**src/rtl/block_lock_manager_if.sv**
```systemverilog
// Handshake bundle between the readout comm FSM / digitizer writer (master)
// and the block lock manager (slave).
interface block_lock_manager_if #(
  parameter int BLOCK_WIDTH = 9
);
  logic [BLOCK_WIDTH-1:0] lock_address_i;
  logic                   lock_i;
  logic                   unlock_i;
  logic                   lock_strobe_i;
  logic                   lock_ack_o;
  logic [BLOCK_WIDTH-1:0] free_address_i;
  logic                   free_strobe_i;
  logic                   free_ack_o;
  logic                   write_done_i;
  logic [BLOCK_WIDTH-1:0] write_block_o;
  logic                   write_ready_o;
  logic                   full_o;
  logic                   overrun_o;
  logic                   error_o;

  modport master (
    output lock_address_i, lock_i, unlock_i, lock_strobe_i,
    output free_address_i, free_strobe_i, write_done_i,
    input  lock_ack_o, free_ack_o, write_block_o, write_ready_o,
    input  full_o, overrun_o, error_o
  );

  modport slave (
    input  lock_address_i, lock_i, unlock_i, lock_strobe_i,
    input  free_address_i, free_strobe_i, write_done_i,
    output lock_ack_o, free_ack_o, write_block_o, write_ready_o,
    output full_o, overrun_o, error_o
  );
endinterface

```
**src/rtl/block_lock_manager.sv**
```systemverilog
// Block lock/in-use bitmap owner: lock strobes acked in 1 cycle, frees acked 2 cycles after strobe,
// writer gets the next free+unlocked block one candidate per cycle. BLOCK_LOCK_STATS_EN adds locked_count_o.
module block_lock_manager #(
  parameter int BLOCK_WIDTH = 9
) (
  input  logic                 clk,
  input  logic                 reset,
  block_lock_manager_if.slave  bus
`ifdef BLOCK_LOCK_STATS_EN
  ,
  output logic [BLOCK_WIDTH:0] locked_count_o
`endif
);
  localparam int DEPTH = 1 << BLOCK_WIDTH;

  typedef enum logic [1:0] {F_IDLE, F_CHECK, F_ACK} free_state_t;
  typedef enum logic {A_READY, A_SEARCH} alloc_state_t;

  logic [DEPTH-1:0]       lock_map;
  logic [DEPTH-1:0]       use_map;

  logic                   pend_vld;
  logic                   pend_lock;
  logic                   pend_unlock;
  logic [BLOCK_WIDTH-1:0] pend_addr;

  free_state_t            free_state;
  logic [BLOCK_WIDTH-1:0] free_addr;
  logic                   free_ack;
  logic                   free_err;

  alloc_state_t           alloc_state;
  logic [BLOCK_WIDTH-1:0] cand;
  logic [BLOCK_WIDTH-1:0] cand_next;
  logic [BLOCK_WIDTH-1:0] start_blk;
  logic [BLOCK_WIDTH-1:0] write_block;
  logic                   write_ready;
  logic                   full;
  logic                   overrun;

  assign cand_next = cand + 1'b1;

  assign bus.lock_ack_o    = pend_vld;
  assign bus.free_ack_o    = free_ack;
  assign bus.error_o       = free_err;
  assign bus.write_block_o = write_block;
  assign bus.write_ready_o = write_ready;
  assign bus.full_o        = full;
  assign bus.overrun_o     = overrun;

  // The request is registered at the strobe edge and applied one edge later, alongside its ack.
  always_ff @(posedge clk or posedge reset) begin
    if (reset) begin
      pend_vld    <= 1'b0;
      pend_lock   <= 1'b0;
      pend_unlock <= 1'b0;
      pend_addr   <= '0;
      lock_map    <= '0;
    end else begin
      pend_vld    <= bus.lock_strobe_i;
      pend_lock   <= bus.lock_i;
      pend_unlock <= bus.unlock_i;
      pend_addr   <= bus.lock_address_i;
      if (pend_vld) begin
        if (pend_lock) begin
          lock_map[pend_addr] <= 1'b1;
        end else if (pend_unlock) begin
          lock_map[pend_addr] <= 1'b0;
        end
      end
    end
  end

`ifdef BLOCK_LOCK_STATS_EN
  logic cur_locked;

  // A request still in flight to the same block decides its lock state before the bitmap does.
  always_comb begin
    cur_locked = lock_map[bus.lock_address_i];
    if (pend_vld && (pend_addr == bus.lock_address_i) && (pend_lock || pend_unlock)) begin
      cur_locked = pend_lock;
    end
  end

  always_ff @(posedge clk or posedge reset) begin
    if (reset) begin
      locked_count_o <= '0;
    end else if (bus.lock_strobe_i) begin
      if (bus.lock_i && !cur_locked) begin
        locked_count_o <= locked_count_o + 1'b1;
      end else if (!bus.lock_i && bus.unlock_i && cur_locked) begin
        locked_count_o <= locked_count_o - 1'b1;
      end
    end
  end
`endif

  // Free FSM and write allocator share use_map; the allocator's set is written last so it wins.
  always_ff @(posedge clk or posedge reset) begin
    if (reset) begin
      use_map     <= '0;
      free_state  <= F_IDLE;
      free_addr   <= '0;
      free_ack    <= 1'b0;
      free_err    <= 1'b0;
      alloc_state <= A_READY;
      cand        <= '0;
      start_blk   <= '0;
      write_block <= '0;
      write_ready <= 1'b1;
      full        <= 1'b0;
      overrun     <= 1'b0;
    end else begin
      overrun <= 1'b0;

      case (free_state)
        F_IDLE: begin
          if (bus.free_strobe_i) begin
            free_addr  <= bus.free_address_i;
            free_state <= F_CHECK;
          end
        end
        F_CHECK: begin
          free_err   <= lock_map[free_addr] | ~use_map[free_addr];
          free_ack   <= 1'b1;
          free_state <= F_ACK;
        end
        F_ACK: begin
          free_ack            <= 1'b0;
          free_err            <= 1'b0;
          use_map[free_addr]  <= 1'b0;
          free_state          <= F_IDLE;
        end
        default: free_state <= F_IDLE;
      endcase

      case (alloc_state)
        A_READY: begin
          if (bus.write_done_i) begin
            use_map[write_block] <= 1'b1;
            write_ready          <= 1'b0;
            cand                 <= write_block + 1'b1;
            start_blk            <= write_block;
            alloc_state          <= A_SEARCH;
          end
        end
        A_SEARCH: begin
          if (bus.write_done_i) begin
            overrun <= 1'b1;
          end
          if (!use_map[cand] && !lock_map[cand]) begin
            write_block <= cand;
            write_ready <= 1'b1;
            full        <= 1'b0;
            alloc_state <= A_READY;
          end else begin
            cand <= cand_next;
            if (cand_next == start_blk) begin
              full <= 1'b1;
            end
          end
        end
        default: alloc_state <= A_READY;
      endcase
    end
  end
endmodule

```
**src/flat_wrapper.sv**
```systemverilog
// flat-port wrapper written by rule: the top's interface ports become plain ports
module block_lock_manager_flat 
#(
  parameter int BLOCK_WIDTH = 9
)
  (clk, reset, bus_lock_address_i, bus_lock_i, bus_unlock_i, bus_lock_strobe_i, bus_free_address_i, bus_free_strobe_i, bus_write_done_i, bus_lock_ack_o, bus_free_ack_o, bus_write_block_o, bus_write_ready_o, bus_full_o, bus_overrun_o, bus_error_o);
  block_lock_manager_if #(.BLOCK_WIDTH(BLOCK_WIDTH)) bus_i ();
  input  logic clk;
  input  logic reset;
  input wire logic [$bits(bus_i.lock_address_i)-1:0] bus_lock_address_i;
  input wire logic [$bits(bus_i.lock_i)-1:0] bus_lock_i;
  input wire logic [$bits(bus_i.unlock_i)-1:0] bus_unlock_i;
  input wire logic [$bits(bus_i.lock_strobe_i)-1:0] bus_lock_strobe_i;
  input wire logic [$bits(bus_i.free_address_i)-1:0] bus_free_address_i;
  input wire logic [$bits(bus_i.free_strobe_i)-1:0] bus_free_strobe_i;
  input wire logic [$bits(bus_i.write_done_i)-1:0] bus_write_done_i;
  output wire logic [$bits(bus_i.lock_ack_o)-1:0] bus_lock_ack_o;
  output wire logic [$bits(bus_i.free_ack_o)-1:0] bus_free_ack_o;
  output wire logic [$bits(bus_i.write_block_o)-1:0] bus_write_block_o;
  output wire logic [$bits(bus_i.write_ready_o)-1:0] bus_write_ready_o;
  output wire logic [$bits(bus_i.full_o)-1:0] bus_full_o;
  output wire logic [$bits(bus_i.overrun_o)-1:0] bus_overrun_o;
  output wire logic [$bits(bus_i.error_o)-1:0] bus_error_o;
  assign bus_i.lock_address_i = bus_lock_address_i;
  assign bus_i.lock_i = bus_lock_i;
  assign bus_i.unlock_i = bus_unlock_i;
  assign bus_i.lock_strobe_i = bus_lock_strobe_i;
  assign bus_i.free_address_i = bus_free_address_i;
  assign bus_i.free_strobe_i = bus_free_strobe_i;
  assign bus_i.write_done_i = bus_write_done_i;
  assign bus_lock_ack_o = bus_i.lock_ack_o;
  assign bus_free_ack_o = bus_i.free_ack_o;
  assign bus_write_block_o = bus_i.write_block_o;
  assign bus_write_ready_o = bus_i.write_ready_o;
  assign bus_full_o = bus_i.full_o;
  assign bus_overrun_o = bus_i.overrun_o;
  assign bus_error_o = bus_i.error_o;
  block_lock_manager #(.BLOCK_WIDTH(BLOCK_WIDTH)) u_core (.clk(clk), .reset(reset), .bus(bus_i));
endmodule
```
**config.mk**
```make
export PLATFORM = sky130hd
export DESIGN_NAME = block_lock_manager_flat
export DESIGN_NICKNAME = d
export VERILOG_FILES = /design/src/rtl/block_lock_manager_if.sv /design/src/rtl/block_lock_manager.sv /design/src/flat_wrapper.sv
export SDC_FILE = /design/constraint.sdc
export NUM_CORES = 2
export LEC_CHECK = 0
export ABC_CLOCK_PERIOD_IN_PS = 73700
export BUFFER_PORTS_ARGS = -buffer_cell sky130_fd_sc_hd__buf_2
export CORE_UTILIZATION = 30
export CTS_CLUSTER_DIAMETER = 150
export DETAILED_ROUTE_END_ITERATION = 6
export GPL_ROUTABILITY_DRIVEN = 0
export PLACE_DENSITY_LB_ADDON = 0.1
export RECOVER_POWER = 50
export SYNTH_ARGS = -nofsm -noshare
export SYNTH_HDL_FRONTEND = slang
export SYNTH_SLANG_ARGS = --single-unit
```
**constraint.sdc**
```tcl
create_clock -name clk -period 73.7 [get_ports clk]
set_input_delay 0 -clock clk [delete_from_list [all_inputs] [get_ports clk]]
set_output_delay 0 -clock clk [all_outputs]
set_load 0.1 [all_outputs]
```
==> impl_metrics.ini <==
[global_routing]
grtUsageTotal_pct = 33.7
antenna_found_initial = 59
grt_pass1_wl_um = 474000
grt_pass1_vias = 53900
grt_overflow_total = 0
grt_max_degree = 164

[sta]
rsz0062_at_grt = no
period_minus_slack_ns = 13.92
worst_pin_slew_ns = 9.32
finalHoldViolCount = 0
fin_crit_sh_pct = 18.9
fin_ws_ns = 59.79
setup_viol = 0
fin_tns_setup_ns = 0
slew-limit-headroom_pct = -522
maxSlewViolCount = 1682
fmax_mhz = 71.9
skew_ns = 0.0506

[power_and_ir_drop]
power.total_mw = 2.41
sw_frac_of_total_pct = 43.7
p_leak_nw = 25.9
p_sw_mw = 1.06
ir_worst_vdd_mv = 0.0377
seqPwrFrac_pct = 31.4
p_per_area_nw_per_um2 = 35.7
pwr-share-clk_pct = 29.2
p_int_mw = 1.36
p_comb_share_pct = 39.4

[worst_setup_path]
endpoint_kind = async pin
r2r_slack_ns = 63.16
crit_arrival_ns = 11.13
r2r_cells = 9
path_cells = dlygate4sd3_1 -> buf_2 -> dlygate4sd3_1 -> clkinvlp_2 -> clkbuf_1
required_ns = 70.91
crit_fanout = 163
max_stage_delay_ns = 6.64
timing.rr.start = u_core.free_addr[1]
rr_endpoint = u_core.bus.error_o
crit_type = in2async
critPathSlowestCell = clkbuf_1
crit_path_frequent_cell = dlygate4sd3_1
crit_path_start_kind = input port

[clock_tree]
clock_path_buffers = 3
cts.clk_slew.worst_paths_ns = 0.06
clock_latency_ns = 0.81
cts-root-buf = clkbuf_16
cts_sinks = 1080
cts_setup_buffers = 0
cts-hold-fix-buffers = 45
h-tree-depth = 4
cts_buffers = 138
cts_tree = yes
cts.repair.resized = 0

[floorplanning]
core_um2 = 198000
fp.dieH_um = 449
die_w_um = 449
start_util_pct = 30.3
rows = 163
die_area_um2 = 202000
ioPinCount = 40

[worst_hold_path]
min_path_type = in2reg
holdPathEnd = u_core.free_addr[1]
hold_start = bus_free_address_i[1]
hold_depth = 3

[synthesis]
ys_types = 79
synth_xor_xnor_area_share_pct = 0.335
ys_seq_area_share_pct = 45.0
synth-edff-count = 0
synth_compound_area_share_pct = 17.7
synth-simple-area-share_pct = 14.0
synth_top_family_by_area = multiplexers
synthCells = 6086
synthArstFlopShare_pct = 100
netlist_area_um2 = 60100
synth_ff_type = dfrtp_1
ys_warn_count = 0
synthMuxAreaShare_pct = 18.5
syn_area_per_cell_um2 = 9.87
ys_seq_elements = 1080
synth-adder-area-share_pct = 0.187
syn_nets = 6120

[place]
io_buffers = 39
dp_slack_ns = 68.05
hpwl_um = 201000
placed_cells = 8322

[drt]
first_pass_iters = 5
routed_wl_um = 348000
viasPerCell = 6.68
first_iter_violations = 9466
ant_nets = 0
num_vias = 57800
drc = 0
wl_per_cell_um = 40.2

[finish]
syn_to_final_growth_pct = 12.6
stdcell_count = 8650
final_cell_mix = o21ai_0, dfrtp_1, nand2_1
multiInputGateArea_um2 = 30800
nNetsFinal = 5901
nFillCells = 19900
register_area_um2 = 27100
mostFrequentLayoutCell = o21ai_0
layout-drive-gt1-share_pct = 16.2

[status]
status = finished, violations left
violations = capacitance limit, slew limit

[run]
drv_cap = 37
[how the worst max path moves through the flow]
stage                                    from                           to  slack (ns)  cells after the start
final                                   reset          u_core.free_addr[0]       59.79                      5
after global routing                    reset          u_core.free_addr[0]       57.50                      5
after CTS                      u_core.cand[1]  u_core.bus.write_block_o[5]       68.02                     10
after detailed placement  u_core.free_addr[0]           u_core.bus.error_o       68.05                     10
after global placement    u_core.free_addr[0]           u_core.bus.error_o       67.98                     10
after floorplan                         reset                    async pin       43.30                      1
[metal layers]
| metal | share of wire, % | vias to the layer above | global-route usage [%] |
|---|---|---|---|
| li1 | - | 22200 | - |
| met1 | 40 | 30400 | 46.4 |
| met2 | 43 | 4316 | 48.7 |
| met3 | 12 | 816 | 9.28 |
| met4 | 5.2 | 18 | 16.3 |
| met5 | 0.030 | - | 0 |
[layout make-up]
type / instances / area share (%)
multi-input combinational: 4373 / 45.5
sequential: 1080 / 40.0
clock buffer: 204 / 6.06
tap: 2640 / 4.88
timing repair buffer: 248 / 2.63
clock inverter: 41 / 0.642
inverter: 26 / 0.146
antenna: 38 / 0.141
[worst max-delay path: cells and delay by family]
family	cells	cell delay [ns]
buffers and inverters	5	10.78
[cells by family (layout without fill, tap and decap cells)]
group	count (synthesis)	count (layout)
compound gates	1950	1950
xor+xnor	23	23
fa+ha+maj	9	9
buf+inv	633	519
flops	1080	1080
mux	525	525
other cells	0	38
simple gates	1866	1866
[power groups by stage]
stage | registers [mW] | clock network [mW] | logic, mW
floorplan | 0.723 | 0 | 0.555
global placement | 0.763 | 0 | 0.905
detailed placement | 0.763 | 0 | 0.908
CTS | 0.753 | 0.710 | 0.912
global route | 0.763 | 0.731 | 0.968
finish | 0.758 | 0.704 | 0.952
[synth_stat cells (21+ instances only)]
master | count | area share (%)
nand2_1 | 725 | 4.5
nor2_1 | 252 | 1.6
mux4_2 | 465 | 17
a211oi_1 | 44 | 0.55
nor3b_1 | 21 | 0.26
o22ai_1 | 37 | 0.39
mux2i_1 | 39 | 0.65
o311ai_0 | 34 | 0.50
inv_1 | 21 | 0.13
buf_1 | 22 | 0.14
buf_2 | 83 | 0.69
o31ai_1 | 37 | 0.46
o21ai_0 | 1591 | 13
clkbuf_1 | 481 | 3.0
nor3_1 | 179 | 1.5
or3_1 | 33 | 0.34
dfrtp_1 | 1079 | 45
a21oi_1 | 64 | 0.53
nand3_1 | 548 | 4.6
[through the flow]
stage          area (µm²)  hold WS, ns  utilization (%)
3_5_place_dp        62700        0.110             31.7
6_report            67600       0.0659             34.2
5_1_grt             67500       0.0729             34.1
4_1_cts             67700       0.0286             34.2
3_3_place_gp        62700        0.111             31.7
2_1_floorplan       60100       0.0314                -
(Power assumes the default switching activity.)
